[src/rtl/ser_frame_aligner.sv]
// Multi-lane serial deserialiser: word-aligns every lane on the lane-0 idle pattern,
// classifies lane-0 words and tracks lock quality with saturating frame/error counters.
module ser_frame_aligner #(
  parameter int unsigned       N_LANES   = 4,
  parameter int unsigned       WORD_W    = 32,
  parameter int unsigned       PAT_W     = 8,
  parameter logic [PAT_W-1:0]  PAT_DTU   = 8'b00110101,
  parameter logic [PAT_W-1:0]  PAT_ATM   = 8'b01011010,
  parameter int unsigned       ERR_LIMIT = 4,
  parameter int unsigned       CNT_W     = 16
) (
  input  logic                      clk_srl,
  input  logic                      rst,
  input  logic                      test_enable,
  input  logic                      cal_busy,
  input  logic [N_LANES-1:0]        ser_in,
  output logic                      aligned,
  output logic                      word_valid,
  output logic [N_LANES*WORD_W-1:0] word_o,
  output logic [3:0]                word_type,
  output logic [2:0]                n_samples,
  output logic [CNT_W-1:0]          frame_cnt,
  output logic [CNT_W-1:0]          err_cnt
);

  localparam int unsigned IdxW = $clog2(WORD_W);
  localparam int unsigned ErrW = $clog2(ERR_LIMIT + 1);
  localparam logic [IdxW-1:0] IdxTop   = IdxW'(WORD_W - 1);
  localparam logic [IdxW-1:0] IdxLoad  = IdxW'(WORD_W - PAT_W - 1);
  localparam logic [ErrW-1:0] ErrLimit = ErrW'(ERR_LIMIT);

  localparam logic [1:0] StHunt    = 2'd0;
  localparam logic [1:0] StConfirm = 2'd1;
  localparam logic [1:0] StLocked  = 2'd2;

  localparam logic [3:0] TyRaw  = 4'd0;
  localparam logic [3:0] TyBl5  = 4'd1;
  localparam logic [3:0] TyBln  = 4'd2;
  localparam logic [3:0] TySig2 = 4'd3;
  localparam logic [3:0] TySig1 = 4'd4;
  localparam logic [3:0] TyHdr  = 4'd5;
  localparam logic [3:0] TyIdle = 4'd6;
  localparam logic [3:0] TyRst  = 4'd7;
  localparam logic [3:0] TyTrl  = 4'd8;
  localparam logic [3:0] TyErr  = 4'd9;

  logic [1:0]                          state_q, state_d;
  logic [IdxW-1:0]                     idx_q, idx_d;
  logic                                te_q;
  logic [ErrW-1:0]                     err_run_q, err_run_d, err_run_inc;
  // Only PAT_W-1 history bits are stored; the live bit completes the compare window.
  logic [N_LANES-1:0][PAT_W-2:0]       sh_q;
  logic [N_LANES-1:0][PAT_W-1:0]       sh_d;
  logic [N_LANES-1:0][WORD_W-1:0]      acc_q, acc_d;
  logic                                valid_q, valid_d;
  logic [N_LANES-1:0][WORD_W-1:0]      word_q, word_d;
  logic [3:0]                          type_q, type_d;
  logic [2:0]                          nsamp_q, nsamp_d;
  logic [CNT_W-1:0]                    frame_cnt_q, frame_cnt_d;
  logic [CNT_W-1:0]                    err_cnt_q, err_cnt_d;
  logic [PAT_W-1:0]                    pattern;
  logic [3:0]                          cls_type;
  logic [2:0]                          cls_n;
  logic [2:0]                          bln_n;

  assign pattern = test_enable ? PAT_ATM : PAT_DTU;

  always_comb begin
    sh_d  = '0;
    acc_d = acc_q;
    for (int unsigned k = 0; k < N_LANES; k++) begin
      sh_d[k] = {sh_q[k], ser_in[k]};
      if (state_q == StHunt) begin
        acc_d[k][WORD_W-1 -: PAT_W] = sh_d[k];
      end else begin
        acc_d[k][idx_q] = ser_in[k];
      end
    end
  end

  // Lane-0 decode; fields are located relative to the word MSB.
  always_comb begin
    cls_type = TyErr;
    cls_n    = 3'd0;
    bln_n    = acc_d[0][WORD_W-6 -: 3];
    if (test_enable || cal_busy) begin
      cls_type = TyRaw;
    end else if (acc_d[0][WORD_W-1 -: 2] == 2'b01) begin
      cls_type = TyBl5;
      cls_n    = 3'd5;
    end else if (acc_d[0][WORD_W-1 -: 2] == 2'b10) begin
      if (bln_n != 3'd0 && bln_n <= 3'd4) begin
        cls_type = TyBln;
        cls_n    = bln_n;
      end
    end else if (acc_d[0][WORD_W-1 -: 6] == 6'b001010) begin
      cls_type = TySig2;
      cls_n    = 3'd2;
    end else if (acc_d[0][WORD_W-1 -: 7] == 7'b0010110) begin
      cls_type = TySig1;
      cls_n    = 3'd1;
    end else if (acc_d[0][WORD_W-1 -: 7] == 7'b0010111) begin
      cls_type = TyHdr;
      cls_n    = 3'd1;
    end else if (acc_d[0][WORD_W-1 -: 4] == 4'b1110) begin
      cls_type = TyIdle;
    end else if (acc_d[0][WORD_W-1 -: 6] == 6'b001101) begin
      cls_type = TyRst;
    end else if (acc_d[0][WORD_W-1 -: 4] == 4'b1101) begin
      cls_type = TyTrl;
    end
  end

  always_comb begin
    state_d     = state_q;
    idx_d       = idx_q;
    err_run_d   = err_run_q;
    valid_d     = 1'b0;
    word_d      = word_q;
    type_d      = type_q;
    nsamp_d     = nsamp_q;
    frame_cnt_d = frame_cnt_q;
    err_cnt_d   = err_cnt_q;
    err_run_inc = err_run_q + ErrW'(1);
    if (state_q != StHunt && test_enable != te_q) begin
      // Mode change: drop the partial word without a strobe.
      state_d   = StHunt;
      err_run_d = '0;
    end else if (state_q == StHunt) begin
      if (sh_d[0] == pattern) begin
        state_d = StConfirm;
        idx_d   = IdxLoad;
      end
    end else begin
      idx_d = idx_q - IdxW'(1);
      if (idx_q == '0) begin
        idx_d   = IdxTop;
        valid_d = 1'b1;
        word_d  = acc_d;
        type_d  = cls_type;
        nsamp_d = cls_n;
        if (cls_type == TyErr && err_cnt_q != '1) begin
          err_cnt_d = err_cnt_q + CNT_W'(1);
        end
        if (state_q == StConfirm) begin
          state_d   = (cls_type == TyErr) ? StHunt : StLocked;
          err_run_d = '0;
        end else if (cls_type == TyErr) begin
          if (err_run_inc >= ErrLimit) begin
            state_d   = StHunt;
            err_run_d = '0;
          end else begin
            err_run_d = err_run_inc;
          end
        end else begin
          err_run_d = '0;
          if (cls_type == TyTrl && frame_cnt_q != '1) begin
            frame_cnt_d = frame_cnt_q + CNT_W'(1);
          end
        end
      end
    end
  end

  always_ff @(posedge clk_srl) begin
    if (rst) begin
      state_q     <= StHunt;
      idx_q       <= '0;
      te_q        <= 1'b0;
      err_run_q   <= '0;
      sh_q        <= '0;
      acc_q       <= '0;
      valid_q     <= 1'b0;
      word_q      <= '0;
      type_q      <= TyRaw;
      nsamp_q     <= '0;
      frame_cnt_q <= '0;
      err_cnt_q   <= '0;
    end else begin
      state_q     <= state_d;
      idx_q       <= idx_d;
      te_q        <= test_enable;
      err_run_q   <= err_run_d;
      for (int unsigned k = 0; k < N_LANES; k++) begin
        sh_q[k] <= sh_d[k][PAT_W-2:0];
      end
      acc_q       <= acc_d;
      valid_q     <= valid_d;
      word_q      <= word_d;
      type_q      <= type_d;
      nsamp_q     <= nsamp_d;
      frame_cnt_q <= frame_cnt_d;
      err_cnt_q   <= err_cnt_d;
    end
  end

  assign aligned    = (state_q == StLocked);
  assign word_valid = valid_q;
  assign word_o     = word_q;
  assign word_type  = type_q;
  assign n_samples  = nsamp_q;
  assign frame_cnt  = frame_cnt_q;
  assign err_cnt    = err_cnt_q;

endmodule

[config.mk]
export PLATFORM = sky130hd
export DESIGN_NAME = ser_frame_aligner
export DESIGN_NICKNAME = d
export VERILOG_FILES = /design/src/rtl/ser_frame_aligner.sv
export SDC_FILE = /design/constraint.sdc
export NUM_CORES = 1
export LEC_CHECK = 0
export CAP_MARGIN = 5
export CORE_ASPECT_RATIO = 1.25
export CORE_MARGIN = 5
export CORE_UTILIZATION = 63
export CTS_CLUSTER_SIZE = 20
export DETAILED_ROUTE_END_ITERATION = 10
export DONT_BUFFER_PORTS = 1
export PLACE_DENSITY = 0.81
export SLEW_MARGIN = 20
export SYNTH_ARGS = -nofsm -noshare
export SYNTH_HDL_FRONTEND = slang
export SYNTH_SLANG_ARGS = --single-unit
[constraint.sdc]
create_clock -name clk_srl -period 4.1 [get_ports clk_srl]
set_clock_uncertainty 0.1 [all_clocks]
set_input_delay 0.82 -clock clk_srl [delete_from_list [all_inputs] [get_ports clk_srl]]
set_output_delay 0.82 -clock clk_srl [all_outputs]
set_load 0.02 [all_outputs]
==> results by group <==
Outcome
  – Status: completed

Timing
  – Fin. max-slew vios: 0
  – Final Setup Violations: 0
  – Final period utilization: 91.12%
  – Slew HR: 29.07%
  – Least-Margin Pin Slew: 1.061 ns
  – Setup TNS: 0 ns
  – Max Freq: 267.7 MHz
  – Final min period: 3.736 ns
  – RSZ-0062 raised after global routing: no
  – Final Hold Vio Count: 0

Setup path
  – Top cell family by delay on the critical path: compound AO/OA/AOI/OAI gates
  – Crit path kind: register to register
  – Max Fanout on Critical Path: 11
  – Largest stage delay, worst path: 0.46 ns
  – Reg2reg start: idx_q[0]$_SDFFE_PP0P_
  – Required @ worst endpoint: 4.43 ns
  – Critical Path Sink Type: register
  – CP max stage cell: dfxtp_1
  – Nature of the critical path startpoint: register
  – WP buf/inv: 2
  – Arrival @ worst endpoint: 4.07 ns
  – CP Cell Sequence: inv_1, ha_1, nand4b_2, mux2i_1, o21a_1, inv_1, ha_1, o211ai_1, o31ai_2, o211a_2, o2111a_1, nand2_1, mux2_1
  – Crit. Startpoint: idx_q[0]$_SDFFE_PP0P_

Power
  – Clock share of power: 47.1%
  – Reg power frac: 52.0%
  – Peak VDD IR: 0.0003683 V
  – Internal: 4.979 mW
  – NetSw: 1.241 mW
  – Pwr/cell area: 447.7 nW/um^2
  – Lkg Pwr: 4.889 nW
  – Gate power share: 0.9%
  – Net Sw Frac: 19.96%

Cells and area
  – N_diodes: 0
  – Share of cells above drive strength 1: 6.667%
  – Finished Layout Cells: 1590
  – Area Overhead vs Synth: 8.300%
  – Layout net count: 1314
  – Fill count: 1550

Detailed routing
  – Post-DR wirelength/cell: 18.95 um
  – M1 wire length: 12150 um
  – Met3 wire length: 2433 um
  – Routed Antenna Nets: 0
  – Vias per inst: 5.956
  – DRT Pass-1 Iters: 5
  – Drt initial violations: 653
  – Via count: 9470
  – Drt drc: 0
  – Metal2 WL: 14520 um
  – Final WL: 30130 um
  – Top layer in use: met4

Clocking
  – Max clock buf depth: 3
  – Clk_lat worst skew: 0.55 ns
  – CTS Buf Count: 31
  – Cts hold-fix bufs: 0
  – CTS tree: built
  – Postcts setup bufs: 0
  – Worst-path clk slew: 0.06 ns
  – CTS Root Cell: clkbuf_16
  – Post-CTS sizing: 0
  – Htree depth: 1
  – Clk sinks: 331

Synthesis
  – Ys async rst share: 0%
  – Post-Synthesis Cells: 1357
  – Post-synth EDFFs: 0
  – Distinct cells, synth: 74
  – Ys flop type: dfxtp_1
  – Yosys warnings: 0
  – Post-synth net total: 1374
  – Seq cells post-synth: 331
  – Post-Syn Area: 12830 um^2
  – Sequential share of the synthesized area: 51.65%
  – Post-Synthesis Mean Instance Area: 9.454 um^2

Global routing
  – All-layer global routing usage: 25.43%
  – Wire length of the first global-routing pass: 48110 um
  – Vias in the first global route: 9057
  – Overflow after GRT: 0
  – Largest net degree at the start of global routing: 335
  – Antenna violations before repair: 0

Placed design
  – GPL Wtd Cong: 0.9232
  – Placed cell count: 1534
  – HPWL after DPL: 19200 um
  – IO Port Bufs: 0

Floorplanning
  – I/O pin cnt: 177
  – Die H: 169.5 um
  – Starting Density: 63.82%
  – Die area: 23330 um^2
  – Core region area: 20100 um^2
  – # rows: 58
  – Die width: 137.6 um

Min path
  – Hold wc startpoint: rst
  – Worst Hold Class: input pin to register

Run
  – Max-cap violation count: 0
-- layer usage --
layer | vias to the layer above | global-route usage [%]
li1 | 4630 | -
met5 | - | 0
met1 | 4501 | 31.51
met2 | 274 | 42.16
met3 | 65 | 7.562
met4 | 0 | 8.724
-- power groups by stage --
stage | clock network [mW] | registers [mW] | logic [mW]
floorplan | 0 | 3.30 | 0.102
global placement | 0 | 3.31 | 0.0521
detailed placement | 0 | 3.31 | 0.0537
CTS | 2.98 | 3.23 | 0.0542
global route | 3.11 | 3.23 | 0.0594
finish | 2.93 | 3.23 | 0.0547
-- layout by cell type (no fill, tap or decap), types with 10 or more instances in the layout --
| cell | instances |
|---|---|
| nand4_1 | 16 |
| a21oi_1 | 40 |
| nor2b_1 | 36 |
| nor2_1 | 326 |
| nor3_1 | 12 |
| a211oi_1 | 140 |
| inv_1 | 10 |
| xor2_1 | 13 |
| clkbuf_16 | 31 |
| nand2_1 | 47 |
| dfxtp_1 | 331 |
| o21ai_0 | 12 |
| buf_4 | 12 |
| and3_1 | 12 |
| mux2i_1 | 123 |
-- path summary, 6_finish.rpt --
check | to | slack, ns | cells after the start
worst max register to register | err_cnt[4]$_SDFFE_PP0P_ | 0.36 | 13
worst min register to register | err_run_q[2]$_SDFFE_PP0P_ | 0.34 | 2
worst max-delay path | err_cnt[4]$_SDFFE_PP0P_ | 0.36 | 13
worst min-delay path | word_valid$_SDFF_PP0_ | 0.25 | 1
-- cell usage after synthesis (8+ instances only) --
cell	instances	area share, %
inv_1	10	0.29
clkbuf_1	86	2.5
nor3_1	12	0.47
ha_1	9	0.88
a21oi_1	40	1.6
and2_1	8	0.39
nor2b_1	36	1.8
dfxtp_1	331	52
mux2i_1	123	9.6
and3_1	12	0.59
o21ai_0	12	0.47
nand3_1	9	0.35
nand4_1	16	0.78
xor2_1	13	0.89
nor2_1	326	9.5
a211oi_1	140	8.2
nand2_1	47	1.4
-- state kept, by name (all words and copies together), names as in the netlist --
| name | count |
|---|---|
| err_run_q | 3 |
| idx_q | 5 |
| sh_d | 28 |
| n_samples | 3 |
| err_cnt | 16 |
| word_type | 4 |
| word_valid | 1 |
| state_q | 2 |
| acc_q | 124 |
| frame_cnt | 16 |
| word_o | 128 |
| te_q | 1 |
-- per-stage QoR --
stage | cell area [um^2] | worst slack (ns) | utilization [%] | total power [mW] | hold slack [ns]
4_1_cts | 13890 | 0.4336 | 69.11 | 6.267 | 0.2326
5_1_grt | 13890 | 0.1673 | 69.11 | 6.407 | 0.2292
3_5_place_dp | 12830 | 0.4816 | 63.84 | 3.360 | 0.3346
3_3_place_gp | 12830 | 0.6017 | 63.84 | 3.358 | 0.3303
6_report | 13890 | 0.3639 | 69.11 | 6.220 | 0.2546
2_1_floorplan | 12830 | 0.8112 | - | 3.406 | 0.3222
-- worst register-to-register path: cells and delay by family (launching register included) --
family / cells / cell delay (ns)
AOI/OAI and AO/OA: 5 / 1.18
adders and majority gates: 2 / 0.68
muxes: 2 / 0.63
DFF: 1 / 0.46
and+or+nand+nor: 2 / 0.31
buffers and inverters: 2 / 0.25
-- cell families after synthesis --
family,count (synthesis),synth area share (%)
simple gates,507,18.23
flops,331,51.65
compound gates,245,13.87
mux,130,10.32
buf+inv,116,3.755
xor+xnor,19,1.297
fa+ha+maj,9,0.8778
-- area by class of cell --
| class | instances | area [um^2] | share of cell area [%] |
|---|---|---|---|
| sequential | 331 | 6626 | 47.69 |
| timing repair buffer | 13 | 110.1 | 0.7925 |
| multi-input combinational | 910 | 5720 | 41.17 |
| clock buffer | 45 | 908.4 | 6.538 |
| tap | 270 | 337.8 | 2.432 |
| clock inverter | 11 | 152.6 | 1.099 |
| inverter | 10 | 37.54 | 0.2702 |
Note: power is estimated with default switching activity, not from simulation.
